[src/rtl/fifo_ctrl.sv]
// fifo_ctrl: pointer/occupancy control for the 8x4 register-file FIFO.
// Edge-detects button levels and scans read port 1 for the display.
module fifo_ctrl #(
    parameter int WIDTH     = 4,
    parameter int WORD_LINE = 3,
    parameter int SCAN_DIV  = 16
) (
    input  logic                 clk,
    input  logic                 rst,
    input  logic                 enq,
    input  logic                 deq,
    input  logic [WIDTH-1:0]     in,
    output logic [WIDTH-1:0]     out,
    output logic                 full,
    output logic                 emp,
    output logic                 rf_we,
    output logic [WORD_LINE-1:0] rf_wa,
    output logic [WIDTH-1:0]     rf_wd,
    output logic [WORD_LINE-1:0] rf_ra0,
    input  logic [WIDTH-1:0]     rf_rd0,
    output logic [WORD_LINE-1:0] rf_ra1,
    input  logic [WIDTH-1:0]     rf_rd1,
    output logic [WIDTH-1:0]     scan_data,
    output logic                 scan_valid
);

    localparam int DEPTH = 1 << WORD_LINE;
    localparam int CW    = WORD_LINE + 1;
    localparam int PW    = (SCAN_DIV > 1) ? $clog2(SCAN_DIV) : 1;
    localparam logic [PW-1:0] PRE_MAX = PW'(SCAN_DIV - 1);
    localparam logic [CW-1:0] CNT_FULL = CW'(DEPTH);

    logic [WORD_LINE-1:0] r_head;
    logic [WORD_LINE-1:0] r_tail;
    logic [CW-1:0]        r_count;
    logic [DEPTH-1:0]     r_valid;
    logic                 r_enq_q;
    logic                 r_deq_q;
    logic                 r_live;
    logic [WIDTH-1:0]     r_out;
    logic [WORD_LINE-1:0] r_scan;
    logic [PW-1:0]        r_pre;

    logic w_enq_p;
    logic w_deq_p;
    logic w_do_enq;
    logic w_do_deq;

    // r_live masks the first cycle after reset so a level held
    // through reset is sampled, not mistaken for a fresh press.
    assign w_enq_p  = r_live & enq & ~r_enq_q;
    assign w_deq_p  = r_live & deq & ~r_deq_q;
    assign w_do_enq = w_enq_p & ~full;
    assign w_do_deq = w_deq_p & ~emp;

    assign full       = (r_count == CNT_FULL);
    assign emp        = (r_count == '0);
    assign out        = r_out;
    assign rf_we      = w_do_enq;
    assign rf_wa      = r_tail;
    assign rf_wd      = in;
    assign rf_ra0     = r_head;
    assign rf_ra1     = r_scan;
    assign scan_data  = rf_rd1;
    assign scan_valid = r_valid[r_scan];

    always_ff @(posedge clk or posedge rst) begin
        if (rst) begin
            r_head  <= '0;
            r_tail  <= '0;
            r_count <= '0;
            r_valid <= '0;
            r_enq_q <= 1'b0;
            r_deq_q <= 1'b0;
            r_live  <= 1'b0;
            r_out   <= '0;
        end else begin
            r_live  <= 1'b1;
            r_enq_q <= enq;
            r_deq_q <= deq;
            if (w_do_deq) begin
                r_head          <= r_head + 1'b1;
                r_valid[r_head] <= 1'b0;
                r_out           <= rf_rd0;
            end
            if (w_do_enq) begin
                r_tail          <= r_tail + 1'b1;
                r_valid[r_tail] <= 1'b1;
            end
            unique case ({w_do_enq, w_do_deq})
                2'b10:   r_count <= r_count + 1'b1;
                2'b01:   r_count <= r_count - 1'b1;
                default: r_count <= r_count;
            endcase
        end
    end

    always_ff @(posedge clk or posedge rst) begin
        if (rst) begin
            r_scan <= '0;
            r_pre  <= '0;
        end else if (r_pre == PRE_MAX) begin
            r_pre  <= '0;
            r_scan <= r_scan + 1'b1;
        end else begin
            r_pre <= r_pre + 1'b1;
        end
    end

endmodule

[config.mk]
export PLATFORM = sky130hd
export DESIGN_NAME = fifo_ctrl
export DESIGN_NICKNAME = d
export VERILOG_FILES = /design/src/rtl/fifo_ctrl.sv
export SDC_FILE = /design/constraint.sdc
export NUM_CORES = 1
export LEC_CHECK = 0
export CORE_MARGIN = 2
export CORE_UTILIZATION = 50
export DETAILED_ROUTE_END_ITERATION = 6
export GPL_ROUTABILITY_DRIVEN = 0
export GPL_TIMING_DRIVEN = 0
export HOLD_SLACK_MARGIN = 0.15
export PLACE_DENSITY = 0.81
export SETUP_SLACK_MARGIN = 0.05
export SLEW_MARGIN = 20
export SYNTH_ARGS = -nofsm -noshare
export SYNTH_HDL_FRONTEND = slang
export SYNTH_SLANG_ARGS = --single-unit
[constraint.sdc]
create_clock -name clk -period 4.1 [get_ports clk]
set_input_delay 0.615 -clock clk [delete_from_list [all_inputs] [get_ports clk]]
set_output_delay 0.615 -clock clk [all_outputs]
set_load 0.01 [all_outputs]
==> impl_metrics.ini <==
[outcome]
status = finished, final reports clean

[setup_path]
crit_path_cell_trace = clkdlybuf4s50_1 -> nand3b_1 -> nor2_2 -> ha_1 -> clkbuf_1 -> or4b_2 -> a21o_1 -> o221ai_1
max_incr_delay_on_cp_ns = 0.71
maximum_fanout_along_the_worst_path = 10
r2r_end = r_count[3]
worst_path_arrival_time_ns = 3.34
startpoint = deq
crit-reg2reg-launch = r_count[0]
r2r_setup_slack_ns = 1.26
crit_path_start_kind = input pin
r2r.worst_path.cells = 8
timing.setup.critical_path_class = input pin to flop
cpMaxStageDelayCell = sky130_fd_sc_hd__or4b_2
setup.worst_path.end = r_count[3]
worst-endpoint-required_ns = 4.34
endpoint_kind = flop

[drt]
route.vias.total = 1169
drt-initial-drc-count = 38
drt_wl_total_um = 3071
drt-wirelength-per-cell_um = 14.22
dr.pass1.iters = 4
antenna_violating_nets_post_route = 0
post_drt_via_cell_ratio = 5.412
route.detailed.drc = 0

[hold_path]
holdCritPathClass = flop to flop

[sta]
holdWs_ns = 0.4899
fin_crit_ns = 3.101
worstMarginPinSlew_ns = 0.6371
finClkSkew_ns = 0.006498
hold_viol = 0
grt_setup_unrepaired = false
post-route-worst-setup-slack_ns = 0.9989
setup_viol = 0
timing_max_transition_violations_final = 0
max_clock_freq_ghz = 0.3225
layout_worst_path_cycle_share = 0.7564
setup_total_negative_slack_ns = 0
timing.max_slew.rel_slack = 0.5746

[global_routing]
grt_first_pass_wirelength_um = 5237
track_usage = 0.1955
grt_antenna_before_repair = 0
first_global_vias = 1103
grt_overflow_total = 0
grt_start_max_net_pins = 33

[synthesis]
synthesis.area_per_instance_um2 = 12.21
ys_seq_area_frac = 0.4969
post_synth_num_cell_types = 40
ys_seq_elements = 32
synth_enable_flop_cells = 0
synth_top_flop_cell = sky130_fd_sc_hd__dfrtp_1
netlist_instances = 132
synth.net_count = 155
yosys_warnings = 0
syn-cell-area_mm2 = 0.001612
post_synthesis_async_set_or_reset_flop_share = 1.000

[clocking]
cts-root-to-sink-buffers = 2
clock_sink_count = 32
holdBufCountCts = 0
clk_transition_reported_paths_ns = 0.09
cts_root_buf = sky130_fd_sc_hd__clkbuf_4
post_cts_buffers = 0
cts_tree = yes
clkLatencyLatePin_ns = 0.33
cts_buffers = 5
number_of_cells_upsized_or_downsized_after_cts = 0
cts.htree.levels = 2

[layout]
final_net_count = 194
syn_to_final_growth_pct = 26.94
layoutNonFillerInstCount = 216
antenna-diode-count = 0
fillers = 251
drive_gt1_frac = 0.2093

[pwr]
total_design_power_w = 0.001195
power.clock.fraction = 0.157
share_comb_of_total_power = 0.396
p_per_area_mw_per_mm2 = 584.2
cellLeakagePower_nw = 0.8502
power_switching_share = 0.3457
seqPwrFrac = 0.447
p_int_w = 0.0007821
worst_ir_drop_vdd_v = 0.0002835
power_switching_w = 0.0004131

[job]
drv.max_cap_violation_count = 0

[floorplanning]
chipWidth_um = 60.77
row_count = 20
starting_density_of_the_core = 0.5279
core_region_area_mm2 = 0.003053
fp.dieArea_mm2 = 0.003693
die_height_um = 60.77
floorplan.io_pins = 41

[placed_design]
dp_slack_ns = 0.6644
dpl.cell_count = 208
hpwl_um = 2289
port-buffer-count = 32
-- synth_stat cells (2+ instances only) --
master | number | share of area
sky130_fd_sc_hd__nand3_1 | 4 | 0.012
sky130_fd_sc_hd__ha_1 | 7 | 0.054
sky130_fd_sc_hd__dfrtp_1 | 32 | 0.50
sky130_fd_sc_hd__nand2b_1 | 4 | 0.016
sky130_fd_sc_hd__xor2_1 | 3 | 0.016
sky130_fd_sc_hd__mux4_2 | 2 | 0.028
sky130_fd_sc_hd__o21ai_0 | 8 | 0.025
sky130_fd_sc_hd__xnor2_1 | 7 | 0.038
sky130_fd_sc_hd__nand3b_1 | 3 | 0.014
sky130_fd_sc_hd__o41ai_1 | 9 | 0.049
sky130_fd_sc_hd__a21oi_1 | 2 | 0.0062
sky130_fd_sc_hd__buf_4 | 8 | 0.037
sky130_fd_sc_hd__o31ai_1 | 2 | 0.0093
sky130_fd_sc_hd__inv_1 | 7 | 0.016
sky130_fd_sc_hd__mux2_2 | 8 | 0.056
sky130_fd_sc_hd__nand2_1 | 2 | 0.0047
-- flip-flops by register name, summed over array words and instances (netlist names) --
register,cells
out,4
r_count,4
r_deq_q,1
r_enq_q,1
r_live,1
r_pre,4
r_valid,8
rf_ra0,3
rf_ra1,3
rf_wa,3
-- worst min path at each step --
stage               endpoint  cells past startpoint      from
finish              r_pre[0]                      1  r_pre[0]
global route        r_pre[0]                      1  r_pre[0]
CTS                 r_pre[0]                      1  r_pre[0]
detailed placement  r_pre[0]                      1  r_pre[0]
global placement    r_pre[0]                      1  r_pre[0]
floorplan           r_pre[0]                      1  r_pre[0]
-- per-layer routing --
metal,up-vias,global-route usage,wire (um)
met4,0,0.08696,55
met5,-,0,0
met1,578,0.2559,1330
li1,555,-,-
met3,8,0.05544,128
met2,28,0.3041,1556
-- cells by family after synthesis --
family	share of synthesized area
compound gates	0.1172
xor+xnor	0.05435
fa+ha+maj	0.05435
buf+inv	0.06599
flops	0.4969
mux	0.09938
other cells	0.002327
simple gates	0.1095
-- power groups by stage --
stage	logic, W	clock network (W)	registers [W]
after floorplan	0.000272	0	0.000533
after global placement	0.000453	0	0.000534
after global routing	0.000524	0.000206	0.000554
final	0.000473	0.000187	0.000535
after CTS	0.000480	0.000191	0.000534
after detailed placement	0.000477	0	0.000540
-- metrics by stage --
stage               instance area, um^2    util
finish                             2046  0.6701
global route                       2046  0.6701
CTS                                2046  0.6701
detailed placement                 1987  0.6508
global placement                   1987  0.6508
floorplan                          1612       -
-- layout make-up --
cell class | instances | area (um^2) | share of cell area
buffer | 11 | 80.08 | 0.03914
clock buffer | 8 | 58.81 | 0.02875
inverter | 7 | 26.28 | 0.01284
multi-input combinational | 82 | 704.4 | 0.3443
sequential | 32 | 800.8 | 0.3914
tap | 44 | 55.05 | 0.02691
timing repair buffer | 32 | 320.3 | 0.1566
-- critical path: cells and delay by family --
family	cells	cell delay (ns)
simple gates	3	1.50
compound gates	2	0.23
fa+ha+maj	1	0.30
buf+inv	2	0.70
-- placed cells by master, fill, tap and decap left out, drive strengths merged, types with 2 or more instances in the layout --
cell	Yosys	final
o31ai	2	2
mux4	2	2
inv	7	7
xor2	3	3
clkdlybuf4s50	0	32
clkbuf	1	9
or4b	2	2
mux2	9	9
dfrtp	32	32
a21oi	2	2
buf	10	10
nand3	4	4
o21ai	8	8
nand2b	4	4
nand3b	3	3
ha	7	7
xnor2	7	7
nor2	2	2
o41ai	9	9
nand2	2	2
No activity file was read; power rests on OpenSTA's default activity.
